**src/rtl/mem_arb_pkg.sv**
```systemverilog
// Shared types and constants for the memory arbiter slice.
// Latency: none (declarations only).
// Backpressure: not applicable.
package mem_arb_pkg;

  typedef enum logic [1:0] {IDLE, IBUSY, DBUSY, DONE} arb_state_t;

  typedef enum logic {GNT_I, GNT_D} gnt_t;

  // Wide enough for MEM_LATENCY up to 15
  localparam int CNT_WIDTH = 4;

endpackage

```
**src/rtl/mem_arbiter_latency_counter.sv**
```systemverilog
// Down-counter that times one memory access; flags the last cycle of the access.
// Latency: tc asserts loadVal-1 cycles after the load edge (same cycle as load result when loadVal=1).
// Backpressure: none; the arbiter FSM owns load and decrement.
module latency_counter
  import mem_arb_pkg::*;
#(
  parameter int WIDTH = CNT_WIDTH
) (
  input  logic             CLK,
  input  logic             RST,
  input  logic             load,
  input  logic [WIDTH-1:0] loadVal,
  input  logic             dec,
  output logic             tc
);

  logic [WIDTH-1:0] cnt;

  // Load on grant, count down while a transfer is active; parks at zero
  always_ff @(posedge CLK or posedge RST) begin
    if (RST) begin
      cnt <= '0;
    end else if (load) begin
      cnt <= loadVal;
    end else if (dec && (cnt != '0)) begin
      cnt <= cnt - 1'b1;
    end
  end

  assign tc = (cnt == WIDTH'(1));

endmodule

```
**src/rtl/mem_arbiter.sv**
```systemverilog
// Serialises I-side refills and D-side accesses onto one memory port, round-robin on ties.
// Latency: Req sampled in IDLE, MEM_LATENCY busy cycles, Ack one cycle later; MEM_LATENCY+2 cycles per transaction.
// Backpressure: requesters hold Req until their Ack; StallI/StallD report the wait to the hazard unit.
module mem_arbiter
  import mem_arb_pkg::*;
#(
  parameter int DATA_WIDTH    = 32,
  parameter int ADDRESS_WIDTH = 32,
  parameter int MEM_LATENCY   = 4
) (
  input  logic                     CLK,
  input  logic                     RST,
  input  logic                     IReq,
  input  logic [ADDRESS_WIDTH-1:0] IAddr,
  output logic [DATA_WIDTH-1:0]    IRData,
  output logic                     IAck,
  input  logic                     DReq,
  input  logic                     DWE,
  input  logic [ADDRESS_WIDTH-1:0] DAddr,
  input  logic [DATA_WIDTH-1:0]    DWData,
  output logic [DATA_WIDTH-1:0]    DRData,
  output logic                     DAck,
  output logic [ADDRESS_WIDTH-1:0] MemA,
  output logic [DATA_WIDTH-1:0]    MemWD,
  output logic                     MemWE,
  input  logic [DATA_WIDTH-1:0]    MemRD,
  output logic                     StallI,
  output logic                     StallD,
  output logic                     Busy
);

  arb_state_t               state;
  arb_state_t               stateNext;
  gnt_t                     lastGnt;
  logic                     grantI;
  logic                     grantD;
  logic                     xferActive;
  logic                     tc;
  logic [ADDRESS_WIDTH-1:0] addrReg;
  logic [DATA_WIDTH-1:0]    wdReg;
  logic                     weReg;
  logic [DATA_WIDTH-1:0]    iRDataReg;
  logic [DATA_WIDTH-1:0]    dRDataReg;

  assign xferActive = (state == IBUSY) || (state == DBUSY);

  // Grant decision: only in IDLE; on a tie the side not served last wins
  always_comb begin
    grantI = 1'b0;
    grantD = 1'b0;
    if (state == IDLE) begin
      if (IReq && DReq) begin
        if (lastGnt == GNT_I) grantD = 1'b1;
        else                  grantI = 1'b1;
      end else if (IReq) begin
        grantI = 1'b1;
      end else if (DReq) begin
        grantD = 1'b1;
      end
    end
  end

  // Next-state: DONE never samples requests since the old Req is still up
  always_comb begin
    stateNext = state;
    case (state)
      IDLE: begin
        if (grantI)      stateNext = IBUSY;
        else if (grantD) stateNext = DBUSY;
      end
      IBUSY, DBUSY: begin
        if (tc) stateNext = DONE;
      end
      DONE:    stateNext = IDLE;
      default: stateNext = IDLE;
    endcase
  end

  // State register
  always_ff @(posedge CLK or posedge RST) begin
    if (RST) state <= IDLE;
    else     state <= stateNext;
  end

  // Latch the granted request so later input changes cannot reach memory
  always_ff @(posedge CLK or posedge RST) begin
    if (RST) begin
      lastGnt <= GNT_I;
      addrReg <= '0;
      wdReg   <= '0;
      weReg   <= 1'b0;
    end else if (grantI) begin
      lastGnt <= GNT_I;
      addrReg <= IAddr;
    end else if (grantD) begin
      lastGnt <= GNT_D;
      addrReg <= DAddr;
      wdReg   <= DWData;
      weReg   <= DWE;
    end
  end

  // Capture read data on the final busy cycle; held until that side's next capture
  always_ff @(posedge CLK or posedge RST) begin
    if (RST) begin
      iRDataReg <= '0;
      dRDataReg <= '0;
    end else if (xferActive && tc) begin
      if (state == IBUSY) iRDataReg <= MemRD;
      else                dRDataReg <= MemRD;
    end
  end

  latency_counter #(
    .WIDTH(CNT_WIDTH)
  ) uLatencyCounter (
    .CLK    (CLK),
    .RST    (RST),
    .load   (grantI || grantD),
    .loadVal(CNT_WIDTH'(MEM_LATENCY)),
    .dec    (xferActive),
    .tc     (tc)
  );

  // Single write strobe on the last DBUSY cycle; decoded from registers only
  assign MemWE  = (state == DBUSY) && tc && weReg;
  assign MemA   = addrReg;
  assign MemWD  = wdReg;
  assign Busy   = (state != IDLE);

  assign IAck   = (state == DONE) && (lastGnt == GNT_I);
  assign DAck   = (state == DONE) && (lastGnt == GNT_D);
  assign IRData = iRDataReg;
  assign DRData = dRDataReg;

  assign StallI = IReq && !IAck;
  assign StallD = DReq && !DAck;

endmodule

```
**config.mk**
```make
export PLATFORM = sky130hd
export DESIGN_NAME = mem_arbiter
export DESIGN_NICKNAME = d
export VERILOG_FILES = /design/src/rtl/mem_arb_pkg.sv /design/src/rtl/mem_arbiter_latency_counter.sv /design/src/rtl/mem_arbiter.sv
export SDC_FILE = /design/constraint.sdc
export NUM_CORES = 1
export LEC_CHECK = 0
export ABC_AREA = 0
export ABC_CLOCK_PERIOD_IN_PS = 5050
export CORE_MARGIN = 3
export CORE_UTILIZATION = 42
export CTS_BUF_LIST = sky130_fd_sc_hd__clkbuf_4 sky130_fd_sc_hd__clkbuf_8
export DETAILED_ROUTE_END_ITERATION = 6
export PLACE_DENSITY = 0.83
export SLEW_MARGIN = 15
export SYNTH_ARGS = -nofsm -noshare
export SYNTH_HDL_FRONTEND = slang
export SYNTH_SLANG_ARGS = --single-unit
```
**constraint.sdc**
```tcl
create_clock -name CLK -period 5.05 [get_ports CLK]
set_input_delay 1.01 -clock CLK [delete_from_list [all_inputs] [get_ports CLK]]
set_output_delay 1.01 -clock CLK [all_outputs]
set_load 0.05 [all_outputs]
```
# Word level (Yosys, flattened, before mapping)
# Cells that the tools add are included.
# classes
reduce_logical,23
bitwise,3
n_mux,19
add_sub_neg,1
n_eq_ne,6
# ops
op,n
32-bit two-way mux,2
1-bit two-way mux,11
1-bit logical AND,9
4-bit two-way mux,2
2-bit AND reduction,4
2-bit two-way mux,3
2-bit case mux with 3 select lines,1
2-bit nonzero test,3
"2-bit == test, second input constant",2
"4-bit by 1-bit == test with 1-bit output, second input constant",1
4-bit nonzero test,1
"4-bit by 1-bit subtractor with 4-bit output, second input constant",1
"3-bit != test, second input constant",1
1-bit inverter,3
"2-bit by 1-bit == test with 1-bit output, second input constant",1
1-bit zero test,2
2-bit zero test,1
1-bit logical OR,2
"2-bit != test, second input constant",1
2-bit OR reduction,1
# totals
regBits,136
out_inout_bits,134

# Longest topological paths before layout
# logic_depth
word_depth,7
depth_mapped,9

# By module
# From an unflattened synthesis, not the netlist that was laid out.
# hier_totals
hier_cells,455
area_unflattened_um2,5883.1
# by_module_without_submodules
mod,area_per_inst_um2,seq_area_each_um2,n_inst,cells_per_inst
mem_arbiter,5596.6,3303.2,1,425
latency_counter,286.5,100.1,1,30

# Worst setup path before layout
# Ideal clock, no wire load.
# synth_path
path_kind,register -> output
startpoint,reg state[0]
endpoint,out StallI
required_time_ns,4.040
arrival_ns,1.740
setup_slack_ns,2.300
path_buffers,0
stages_incl_launch_ff,4
cell_sequence,dfrtp_1 ha_1 nor2b_1 nor2b_1
# synth_via
elab_chain_len,4
# synth_lines
item,line_no,rtl
"start, declared",mem_arbiter.sv:32,arb_state_t state;
"start signal, assigned",mem_arbiter.sv:82,else state <= stateNext;
2-bit == test,mem_arbiter.sv:131,assign IAck = (state == DONE) && (lastGnt == GNT_I);
1-bit logical AND,mem_arbiter.sv:131,
named net IAck,mem_arbiter.sv:16,"output logic IAck,"
1-bit zero test,mem_arbiter.sv:136,assign StallI = IReq && !IAck;
1-bit logical AND,mem_arbiter.sv:136,
"end, declared",mem_arbiter.sv:27,"output logic StallI,"
# The timed path passes the listed nets, and every way through them passes these cells.

# Worst setup path after layout
# layout_path
startpoint,in IReq
endpoint,out StallI
# layout_via
elab_chain_len,1
# layout_lines
item,line_no,rtl
"start, declared",mem_arbiter.sv:13,"input logic IReq,"
1-bit logical AND,mem_arbiter.sv:136,
# Every way passes these cells.

==> results_dict.tcl <==
set metrics [dict create \
    irDropWorstVdd_v 0.0003570 \
    ys_warn_count 0 \
    antenna_found_initial 0 \
    final_nets 857 \
    hold_viol_final 0 \
    synth_seq_cells 136 \
    grt_overflow 0 \
    syn_area_mm2 0.005558 \
    synth-edff-count 0 \
    maxSlewHeadroom 0.3609 \
    skew_ns 0.004921 \
    rows 41 \
    p_sw_frac 0.4755 \
    ant_nets 0 \
    crit_path_end_kind "output pin" \
    dieWidth_um 121.0 \
    intPower_mw 3.585 \
    dr.pass1.iters 4 \
    final.setup.tns_ns 0 \
    diodes 0 \
    clock-sinks 136 \
    p_sw_mw 3.249 \
    clkPwrFrac 0.148 \
    final_common_cell "clkdlybuf4s50_1" \
    syn2layout_area_growth_pct 58.46 \
    tightest_slew_ns 0.9564 \
    grt_pass1_vias 4729 \
    fin_crit_ns 3.566 \
    cts_buffer_depth 2 \
    layout_common_cells "clkdlybuf4s50_1, dfrtp_1, nand2_1" \
    cp_slowest_cell "clkdlybuf4s50_1" \
    cp_data_required_time_ns 4.04 \
    vias 4431 \
    path_common_cell "clkdlybuf4s50_1" \
    critPathKind "input pin to output pin" \
    synthFlopType "dfrtp_1" \
    dieArea_mm2 0.01465 \
    ioPinCount 267 \
    status "complete, no violations" \
    coreArea_mm2 0.01277 \
    dp_hpwl_mm 11.34 \
    worst-endpoint-arrival_ns 2.56 \
    path_cells "clkdlybuf4s50_1, nor2b_1, clkdlybuf4s50_1" \
    path_buf_inv 2 \
    drt-vias-per-instance 4.918 \
    cts_max_level 4 \
    wl_per_cell_um 16.77 \
    fmax_mhz 280.4 \
    grtUsageTotal 0.2115 \
    grt_start_max_net_pins 56 \
    path_delay_family "buffers and inverters" \
    hold_slack_ns 0.4714 \
    routabilityCongestion 0.7377 \
    io_buffers 266 \
    syn_avg_cell_area_um2 12.35 \
    cts_tree "done" \
    dieHeight_um 121.0 \
    cts_buffers 17 \
    ys_seq_area_frac 0.6123 \
    synth_adder_area_share 0.01576 \
    synth_area_leader_cell "dfrtp_1" \
    synth_area_leaders "dfrtp_1, nand2_1, mux2_2" \
    routed_wl_mm 15.11 \
    fill_cells 898 \
    grt_pass1_wl_mm 24.05 \
    final_util 0.6895 \
    dr.first_iter.drc_count 167 \
    synth_compound_area_frac 0.09208 \
    min_path_type "flip-flop to flip-flop" \
    synth_top_family_by_area "multiplexers" \
    cts_hold_buffers 0 \
    drcViolationCount 0 \
    ys_types 35 \
    synthesis.nets 590 \
    synth-async-reset-ratio 1.000 \
    seq_power_share 0.278 \
    p_comb_frac 0.574 \
    drive_above_1_share 0.1084 \
    insertion_delay_ns 0.43 \
    cts_root_buf "clkbuf_8" \
    synthSimpleGateAreaFrac 0.09950 \
    post_cts_resized 0 \
    clk_pin_slew_worst_paths_ns 0.07 \
    rsz0062_at_grt "no" \
    maxCapViolations 0 \
    start_util 0.4351 \
    finalSetupViolCount 0 \
    drv_slew 0 \
    muxShareOfSynthArea 0.1459 \
    synth_xor_xnor_area_share 0.003152 \
    max_stage_delay_ns 0.81 \
    post_cts_buffers 0 \
    min_period_over_period 0.7061 \
    p_leak_nw 4.066 \
    start_kind "input pin" \
    synth_top_area_share 0.6123 \
    worstPathMaxFanout 4 \
    p_per_area_mw_per_mm2 776.0 \
    synthCells 450 \
]
==> worst register-to-register path: stages, from the launching register on <==
cell and delay (ns):
dfrtp_1 0.43, inv_1 0.11, ha_1 0.47, nand3_2 0.73
mux2_1 0.60
==> area by class of cell <==
type / instances / area, µm² / area share
clock buffers: 18 / 247.7 / 0.02813
clock inverters: 13 / 201.4 / 0.02287
inverters: 8 / 32.53 / 0.003694
multi-input cells: 282 / 1999 / 0.2270
flip-flops and latches: 136 / 3403 / 0.3864
well taps: 172 / 215.2 / 0.02444
repair buffers: 272 / 2708 / 0.3074
==> kinds of logic after synthesis <==
family          count (synthesis)
xor+xnor                        2
compound gates                 68
mux                            73
buf+inv                        32
flops                         136
fa+ha+maj                       7
simple gates                  132
==> per-layer routing <==
layer / part of all wire / routed length, µm / GRT usage
met3: 0.092 / 1393 / 0.06713
met5: 0 / 0 / 0
met2: 0.51 / 7646 / 0.3644
met1: 0.38 / 5784 / 0.2435
met4: 0.019 / 280 / 0.08640
==> worst paths after layout <==
| kind | end | depth (start not counted) | slack, ns | startpoint |
|---|---|---|---|---|
| hold reg to reg | weReg$_DFFE_PP0P_ | 2 | 0.47 | weReg$_DFFE_PP0P_ |
| min in group asynchronous | IRData[26]$_DFFE_PP0P_ | 2 | 1.03 | RST |
| setup / recovery | StallI | 3 | 1.48 | IReq |
| setup reg to reg | IRData[28]$_DFFE_PP0P_ | 4 | 2.60 | state[0]$_DFFE_PP0P_ |
| hold / removal | weReg$_DFFE_PP0P_ | 2 | 0.47 | weReg$_DFFE_PP0P_ |
| max in group asynchronous | MemWD[28]$_DFFE_PP0P_ | 3 | 2.97 | RST |
==> synth_stat cells, types with 2 or more instances <==
cell	number
a21o_1	24
a21oi_1	4
a22o_1	23
and3_1	2
buf_2	19
buf_4	2
buf_6	3
dfrtp_1	136
ha_1	7
inv_1	8
mux2_1	31
mux2_2	33
mux2i_1	9
nand2_1	113
nor2_1	3
nor2b_1	3
nor3_1	3
o21ai_0	10
==> stage by stage <==
step | setup WS (ns) | power, mW | instance area, µm² | std cells
after floorplan | 0.4005 | 4.476 | 5558 | 450
after global placement | 1.510 | 5.763 | 8358 | 870
after detailed placement | 1.488 | 5.873 | 8358 | 870
after CTS | 1.489 | 6.900 | 8807 | 901
after global routing | 1.449 | 7.187 | 8807 | 901
final | 1.484 | 6.834 | 8807 | 901
==> power by group through the flow <==
stage | Sequential [mW] | Combinational [mW] | Clock, mW
2_1_floorplan | 3.58 | 0.892 | 0
3_3_place_gp | 1.88 | 3.88 | 0
3_5_place_dp | 1.92 | 3.95 | 0
4_1_cts | 1.91 | 3.96 | 1.04
5_1_grt | 1.97 | 4.13 | 1.08
6_report | 1.90 | 3.92 | 1.01
==> sequential cells by signal, summed over array words and instances, names as in the netlist <==
signal	count
IRData	32
MemWD	32
DRData	32
weReg	1
uLatencyCounter.cnt	4
MemA	32
lastGnt	1
state	2
Note: power is estimated with default switching activity, not from simulation.
